--- config.mk ---
export PLATFORM = sky130hd
export DESIGN_NAME = mem_port_arbiter
export DESIGN_NICKNAME = d
export VERILOG_FILES = /design/src/rtl/mem_port_arbiter.sv
export SDC_FILE = /design/constraint.sdc
export NUM_CORES = 1
export LEC_CHECK = 0
export ABC_CLOCK_PERIOD_IN_PS = 9250
export CORE_ASPECT_RATIO = 0.8
export CORE_MARGIN = 2
export CORE_UTILIZATION = 44
export DETAILED_ROUTE_END_ITERATION = 8
export GPL_ROUTABILITY_DRIVEN = 1
export GPL_TIMING_DRIVEN = 0
export HOLD_SLACK_MARGIN = 0.15
export PLACE_DENSITY = 0.91
export SLEW_MARGIN = 15
export SYNTH_ARGS = -nofsm -noshare
export SYNTH_HDL_FRONTEND = slang
export SYNTH_SLANG_ARGS = --single-unit
--- constraint.sdc ---
create_clock -name clk -period 9.25 [get_ports clk]
set_clock_uncertainty 0.2 [all_clocks]
set_input_delay 0.925 -clock clk [delete_from_list [all_inputs] [get_ports clk]]
set_output_delay 0.925 -clock clk [all_outputs]
set_load 0.005 [all_outputs]
--- src/rtl/mem_port_arbiter.sv ---
// Shares a single req/ack memory port between instruction fetch and data access.
// Contention is resolved by alternating ownership; completions are returned as one-cycle acks.
module mem_port_arbiter #(
    parameter int ADDR_WIDTH = 32,
    parameter int DATA_WIDTH = 32
) (
    input  logic                  clk,
    input  logic                  reset,
    input  logic                  if_req,
    input  logic [ADDR_WIDTH-1:0] if_addr,
    output logic                  if_ack,
    output logic [DATA_WIDTH-1:0] if_rdata,
    output logic                  if_stall,
    input  logic                  dm_req,
    input  logic                  dm_we,
    input  logic [ADDR_WIDTH-1:0] dm_addr,
    input  logic [DATA_WIDTH-1:0] dm_wdata,
    output logic                  dm_ack,
    output logic [DATA_WIDTH-1:0] dm_rdata,
    output logic                  dm_stall,
    output logic                  mem_cs,
    output logic                  mem_we,
    output logic [ADDR_WIDTH-1:0] mem_addr,
    output logic [DATA_WIDTH-1:0] mem_wdata,
    input  logic [DATA_WIDTH-1:0] mem_rdata,
    input  logic                  mem_ack,
    output logic                  busy
);
    typedef enum logic [1:0] {
        IDLE    = 2'd0,
        IF_BUSY = 2'd1,
        DM_BUSY = 2'd2
    } state_t;

    state_t                state_q, state_d;
    logic                  last_dm_q, last_dm_d;
    logic                  if_ack_q, if_ack_d;
    logic                  dm_ack_q, dm_ack_d;
    logic [DATA_WIDTH-1:0] if_rdata_q, if_rdata_d;
    logic [DATA_WIDTH-1:0] dm_rdata_q, dm_rdata_d;
    logic                  mem_cs_q, mem_cs_d;
    logic                  mem_we_q, mem_we_d;
    logic [ADDR_WIDTH-1:0] mem_addr_q, mem_addr_d;
    logic [DATA_WIDTH-1:0] mem_wdata_q, mem_wdata_d;

    logic arb_en;
    logic if_elig;
    logic dm_elig;
    logic grant_if;
    logic grant_dm;

    always_comb begin
        state_d     = state_q;
        last_dm_d   = last_dm_q;
        if_ack_d    = 1'b0;
        dm_ack_d    = 1'b0;
        if_rdata_d  = if_rdata_q;
        dm_rdata_d  = dm_rdata_q;
        mem_cs_d    = mem_cs_q;
        mem_we_d    = mem_we_q;
        mem_addr_d  = mem_addr_q;
        mem_wdata_d = mem_wdata_q;
        arb_en      = 1'b0;
        if_elig     = 1'b0;
        dm_elig     = 1'b0;
        grant_if    = 1'b0;
        grant_dm    = 1'b0;

        // The finishing owner still holds req this cycle, so only the other port may win.
        case (state_q)
            IDLE: begin
                arb_en  = 1'b1;
                if_elig = if_req;
                dm_elig = dm_req;
            end
            IF_BUSY: begin
                if (mem_ack) begin
                    if_ack_d   = 1'b1;
                    if_rdata_d = mem_rdata;
                    arb_en     = 1'b1;
                    dm_elig    = dm_req;
                end
            end
            DM_BUSY: begin
                if (mem_ack) begin
                    dm_ack_d = 1'b1;
                    if (!mem_we_q) begin
                        dm_rdata_d = mem_rdata;
                    end
                    arb_en  = 1'b1;
                    if_elig = if_req;
                end
            end
            default: begin
                state_d = IDLE;
            end
        endcase

        grant_dm = arb_en & dm_elig & (~if_elig | ~last_dm_q);
        grant_if = arb_en & if_elig & ~grant_dm;

        if (grant_dm) begin
            state_d     = DM_BUSY;
            last_dm_d   = 1'b1;
            mem_cs_d    = 1'b1;
            mem_we_d    = dm_we;
            mem_addr_d  = dm_addr;
            mem_wdata_d = dm_wdata;
        end else if (grant_if) begin
            state_d     = IF_BUSY;
            last_dm_d   = 1'b0;
            mem_cs_d    = 1'b1;
            mem_we_d    = 1'b0;
            mem_addr_d  = if_addr;
            mem_wdata_d = '0;
        end else if (arb_en) begin
            state_d  = IDLE;
            mem_cs_d = 1'b0;
            mem_we_d = 1'b0;
        end
    end

    always_ff @(posedge clk or posedge reset) begin
        if (reset) begin
            state_q     <= IDLE;
            last_dm_q   <= 1'b0;
            if_ack_q    <= 1'b0;
            dm_ack_q    <= 1'b0;
            if_rdata_q  <= '0;
            dm_rdata_q  <= '0;
            mem_cs_q    <= 1'b0;
            mem_we_q    <= 1'b0;
            mem_addr_q  <= '0;
            mem_wdata_q <= '0;
        end else begin
            state_q     <= state_d;
            last_dm_q   <= last_dm_d;
            if_ack_q    <= if_ack_d;
            dm_ack_q    <= dm_ack_d;
            if_rdata_q  <= if_rdata_d;
            dm_rdata_q  <= dm_rdata_d;
            mem_cs_q    <= mem_cs_d;
            mem_we_q    <= mem_we_d;
            mem_addr_q  <= mem_addr_d;
            mem_wdata_q <= mem_wdata_d;
        end
    end

    assign if_ack    = if_ack_q;
    assign dm_ack    = dm_ack_q;
    assign if_rdata  = if_rdata_q;
    assign dm_rdata  = dm_rdata_q;
    assign mem_cs    = mem_cs_q;
    assign mem_we    = mem_we_q;
    assign mem_addr  = mem_addr_q;
    assign mem_wdata = mem_wdata_q;
    assign busy      = (state_q != IDLE);
    assign if_stall  = if_req & ~if_ack_q;
    assign dm_stall  = dm_req & ~dm_ack_q;

endmodule

Word level (Yosys, flattened, before mapping)
Index checks and enable logic that the tools add are counted.
W data, S select, Z words.

word-level totals
  register bits after elaboration = 135
  input bits = 134
  output and inout port bits = 135
  word-level logic and storage cells = 57

operators by class
  equality and inequality tests = 3
  multiplexer cells = 23
  bitwise gates (word level) = 13
  reductions and logical operators = 8

operators by type and width
  kind                  count
  $mux W32              4
  $mux W1               12
  $mux W2               4
  $and A1 B1 Y1         6
  $not A1 Y1            6
  $pmux W1 S2           3
  $ne A4 B1 Y1 const B  1
  $reduce_bool A2 Y1    2
  $reduce_and A3 Y1     1
  $reduce_bool A3 Y1    1
  $reduce_or A3 Y1      1
  $eq A2 B1 Y1 const B  1
  $eq A2 B2 Y1 const B  1
  $logic_not A2 Y1      1
  $reduce_and A2 Y1     1
  $reduce_or A2 Y1      1
  $or A1 B1 Y1          1

Longest topological paths before layout
  depth after elaboration = 9
  mapped depth = 8
  depth with buffers taken out = 6

Worst setup path after synthesis
No wires, ideal clock.

  kind = in2out
  from = input port dm_req
  to = output port dm_stall
  arrival = 1.178 ns
  data required time = 8.125 ns
  slack = 6.947 ns
  stages on the path = 2
  path buffers = 0
  cells stage by stage = clkinv_1 nor2_1

on the way
  word-level cells in the longest chain between the ends = 1

RTL lines
  element          line  RTL
  start, declared  14    input logic dm_req,
  $and A1 B1 Y1    159   assign dm_stall = dm_req & ~dm_ack_q;
  end, declared    20    output logic dm_stall,

No other way between the ends.

Worst setup path after layout
Ends and elaborated chain as after synthesis.

==> results.txt <==
Ports placed on the boundary = 269
Post-synth top area share = 60.95%
Antenna violations before repair = 0
Total routed wirelength = 16.37 mm
Largest net degree at the start of global routing = 71
Clock tree from TritonCTS = done
Detailed Route Iter0 Violations = 123
Post-route cell area = 9037 µm²
Clk pin slew, worst setup/hold paths = 0.06 ns
TNS Setup = 0 ns
Max Cap Violations = 0
Port bufs = 268
Complex-gate fraction of the synthesized area = 13.09%
Multiplexer area fraction after synthesis = 13.00%
Average instance area after synthesis = 13.10 µm²
Insertion delay to the later sink of the worst-skew pair = 0.41 ns
Most used cell along the critical path = clkdlybuf4s50_1
Worst-case vdd ir drop = 0.0001996 V
Yosys warns = 0
Post-synth EDFFs = 0
Largest family of logic cells by synthesized area = compound AO/OA/AOI/OAI gates
Register-to-register setup slack = 6.78 ns
Fin. Hold Viols = 0
Worst-case setup slack after placement = 5.928 ns
Pin slew with the least headroom to its limit = 0.6650 ns
Wire length of the first global-routing pass = 25.67 mm
Type of the worst setup path = in -> out
Global Route Usage Sum = 24.86%
Routed len/inst = 18.29 µm
Synth cell types = 33
Core ar. = 12250 µm²
Status = completed
Net count reported at finish = 850
TritonCTS Buffers = 17
Number of buffers on the longest clock path = 2
Clock sink count = 135
Library cell with the largest summed area after synthesis = dfrtp_1
Pwr Total = 3007 µW
Via count of the first global-routing pass = 4877
Ordered list of cells on the worst path = clkdlybuf4s50_1 > clkinv_1 > nor2_1 > clkdlybuf4s50_1
Placer Congestion = 0.7797
Kind of capture point of the worst setup path = primary output
Shortest clock period the worst path allows after layout = 3.345 ns
Total half-perimeter wirelength after legalization and detailed placement = 12.07 mm
Post-route setup slack = 5.905 ns
Post-synthesis share of cell area spent on xor and xnor gates = 0%
Crit path max-delay cell type = clkdlybuf4s50_1
CP Launch Type = input pin
Period Utilization, post-route = 36.16%
Share of post-route cells with drive strength above 1 = 12.57%
Endpoint required time on the critical path = 8.12 ns
Power density over the cells = 332.7 nW/µm²
Slew HR = 55.67%
Buffers and inverters on the worst path = 3
Fraction of the mapped netlist area in adder cells = 1.129%
Number of storage elements in the synthesis netlist = 135
CP max FO = 4
Dominant delay contributor by cell family on the critical path = buffers and inverters
Endpoint arrival time on the critical path = 2.22 ns
Unrepaired setup endpoints after global routing = no
Die outline width = 129.5 µm
Post-synthesis share of cell area spent on and, or, nand and nor gates = 3.837%
Vias post-DR = 4515
Number of detailed-route iterations in the first pass = 4
Number of cell rows = 36
Net Count, Synth = 562
GRT Residual Overflow = 0
Cell leakage power = 0.004013 µW
Post-cts gate resize count = 0
Drt via density = 5.045
Most frequently used flop master after synthesis = dfrtp_1
Die Y = 104.4 µm
Worst hold-check path type = reg -> reg
Share of flip-flops with an asynchronous set or reset = 100.0%
# diodes = 0
Non-filler instance count after layout = 895
Number of routed nets with antenna violations = 0
Root buffer cell = clkbuf_16
Area of the die = 13520 µm²
Maximum clock frequency = 298.9 MHz
Final Setup Violations = 0
Effective utilization at floorplan = 45.24%
Synthesized instance count = 423
Cell area after synthesis = 5543 µm²
Synth top area cells = dfrtp_1 61%, mux2_1 6.7%, mux2_2 6.3%
Placement-stage cell area = 8472 µm²
Fraction of the yosys area taken by sequential cells = 60.95%
Area grow syn2layout = 63.05%
Max stage delay on crit path = 0.55 ns
DP Cell Count = 863
Final Slew Violations = 0
DRC violations left = 0
Post-CTS Hold Fix Bufs = 0
Post-CTS setup repair buffer count = 0
Deepest level of the CTS H-tree = 4
[worst reg2reg max path, cell delays in order (launching register included)]
cell       delay (ns)
dfrtp_1          0.41
inv_1            0.13
ha_1             0.25
o21ai_2          0.12
a2111oi_4        0.59
and2_1           0.25
buf_6            0.18
buf_12           0.14
a22o_1           0.14
[stage by stage]
step	utilization, %	hold WS (ns)
5_1_grt	73.76	0.2957
4_1_cts	73.76	0.2866
6_report	73.76	0.2819
3_3_place_gp	68.88	0.2613
2_1_floorplan	-	0.2738
3_5_place_dp	69.15	0.2730
[final timing paths]
path	cells past startpoint	startpoint	end
worst max register to register	8	state_q[1]	mem_wdata[25]
min in group asynchronous	2	reset	if_rdata[16]
worst max-delay path	4	dm_req	dm_stall
worst min-delay path	1	mem_cs	mem_cs
worst min register to register	1	mem_cs	mem_cs
max in group asynchronous	3	reset	if_rdata[27]
[cells in the mapped netlist, types with 2 or more instances]
library cell	n
a21o_1	3
dfrtp_1	135
a22o_1	33
ha_1	5
mux2_1	33
a21oi_2	2
buf_2	15
buf_12	3
a211o_1	2
nand3_1	32
mux2_2	31
inv_1	70
a21oi_1	2
clkbuf_1	7
o221ai_1	32
[layout by cell type, fill, tap and decap left out, types with 2 or more instances in the layout]
cell type and count:
clkinvlp_4 3, inv_1 69, bufinv_16 2, clkbuf_16 17, mux2_2 31, a21oi_2 2
inv_6 2, a21oi_1 2, clkinv_2 4, clkdlybuf4s50_1 268, a22o_1 33, buf_2 15
buf_12 3, o221ai_1 32, a21o_1 3, clkbuf_1 10, clkinv_4 2, dfrtp_1 135
nand3_1 32, a211o_1 2, mux2_1 33, ha_1 5
[final cells by class]
| cell class | instances | area [µm²] |
|---|---|---|
| fillers | 806 | 3214 |
| inverters | 72 | 275.3 |
| flip-flops and latches | 135 | 3378 |
| well taps | 171 | 214.0 |
| repair buffers | 269 | 2710 |
| multi-input cells | 190 | 1722 |
| clock buffers | 20 | 436.7 |
| clock inverters | 12 | 128.9 |
| plain buffers | 26 | 172.7 |
[power breakdown]
part	total (µW)	internal, µW	switching (µW)
Clock	647	396	251
Combinational	1330	814	519
Sequential	1030	870	157
Total	3010	2080	927
[flip-flops by register name (all words and copies together), names as in the netlist]
| name | count |
|---|---|
| last_dm_q | 1 |
| mem_cs | 1 |
| dm_ack | 1 |
| state_q | 2 |
| mem_wdata | 32 |
| mem_addr | 32 |
| if_rdata | 32 |
| dm_rdata | 32 |
| if_ack | 1 |
| mem_we | 1 |
[metal layers]
layer | wire [µm] | up-vias | GRT usage [%] | part of all wire, %
met1 | 6402 | 2189 | 28.23 | 39
li1 | - | 2070 | - | -
met5 | 0 | - | 0 | 0
met3 | 1304 | 47 | 8.282 | 8.0
met4 | 503 | 0 | 10.45 | 3.1
met2 | 8164 | 209 | 42.71 | 50
[cell families after synthesis]
kind of cell / after synthesis
compound gates: 81
fa+ha+maj: 5
buf+inv: 98
flops: 135
mux: 64
simple gates: 40
(Power assumes the default switching activity.)
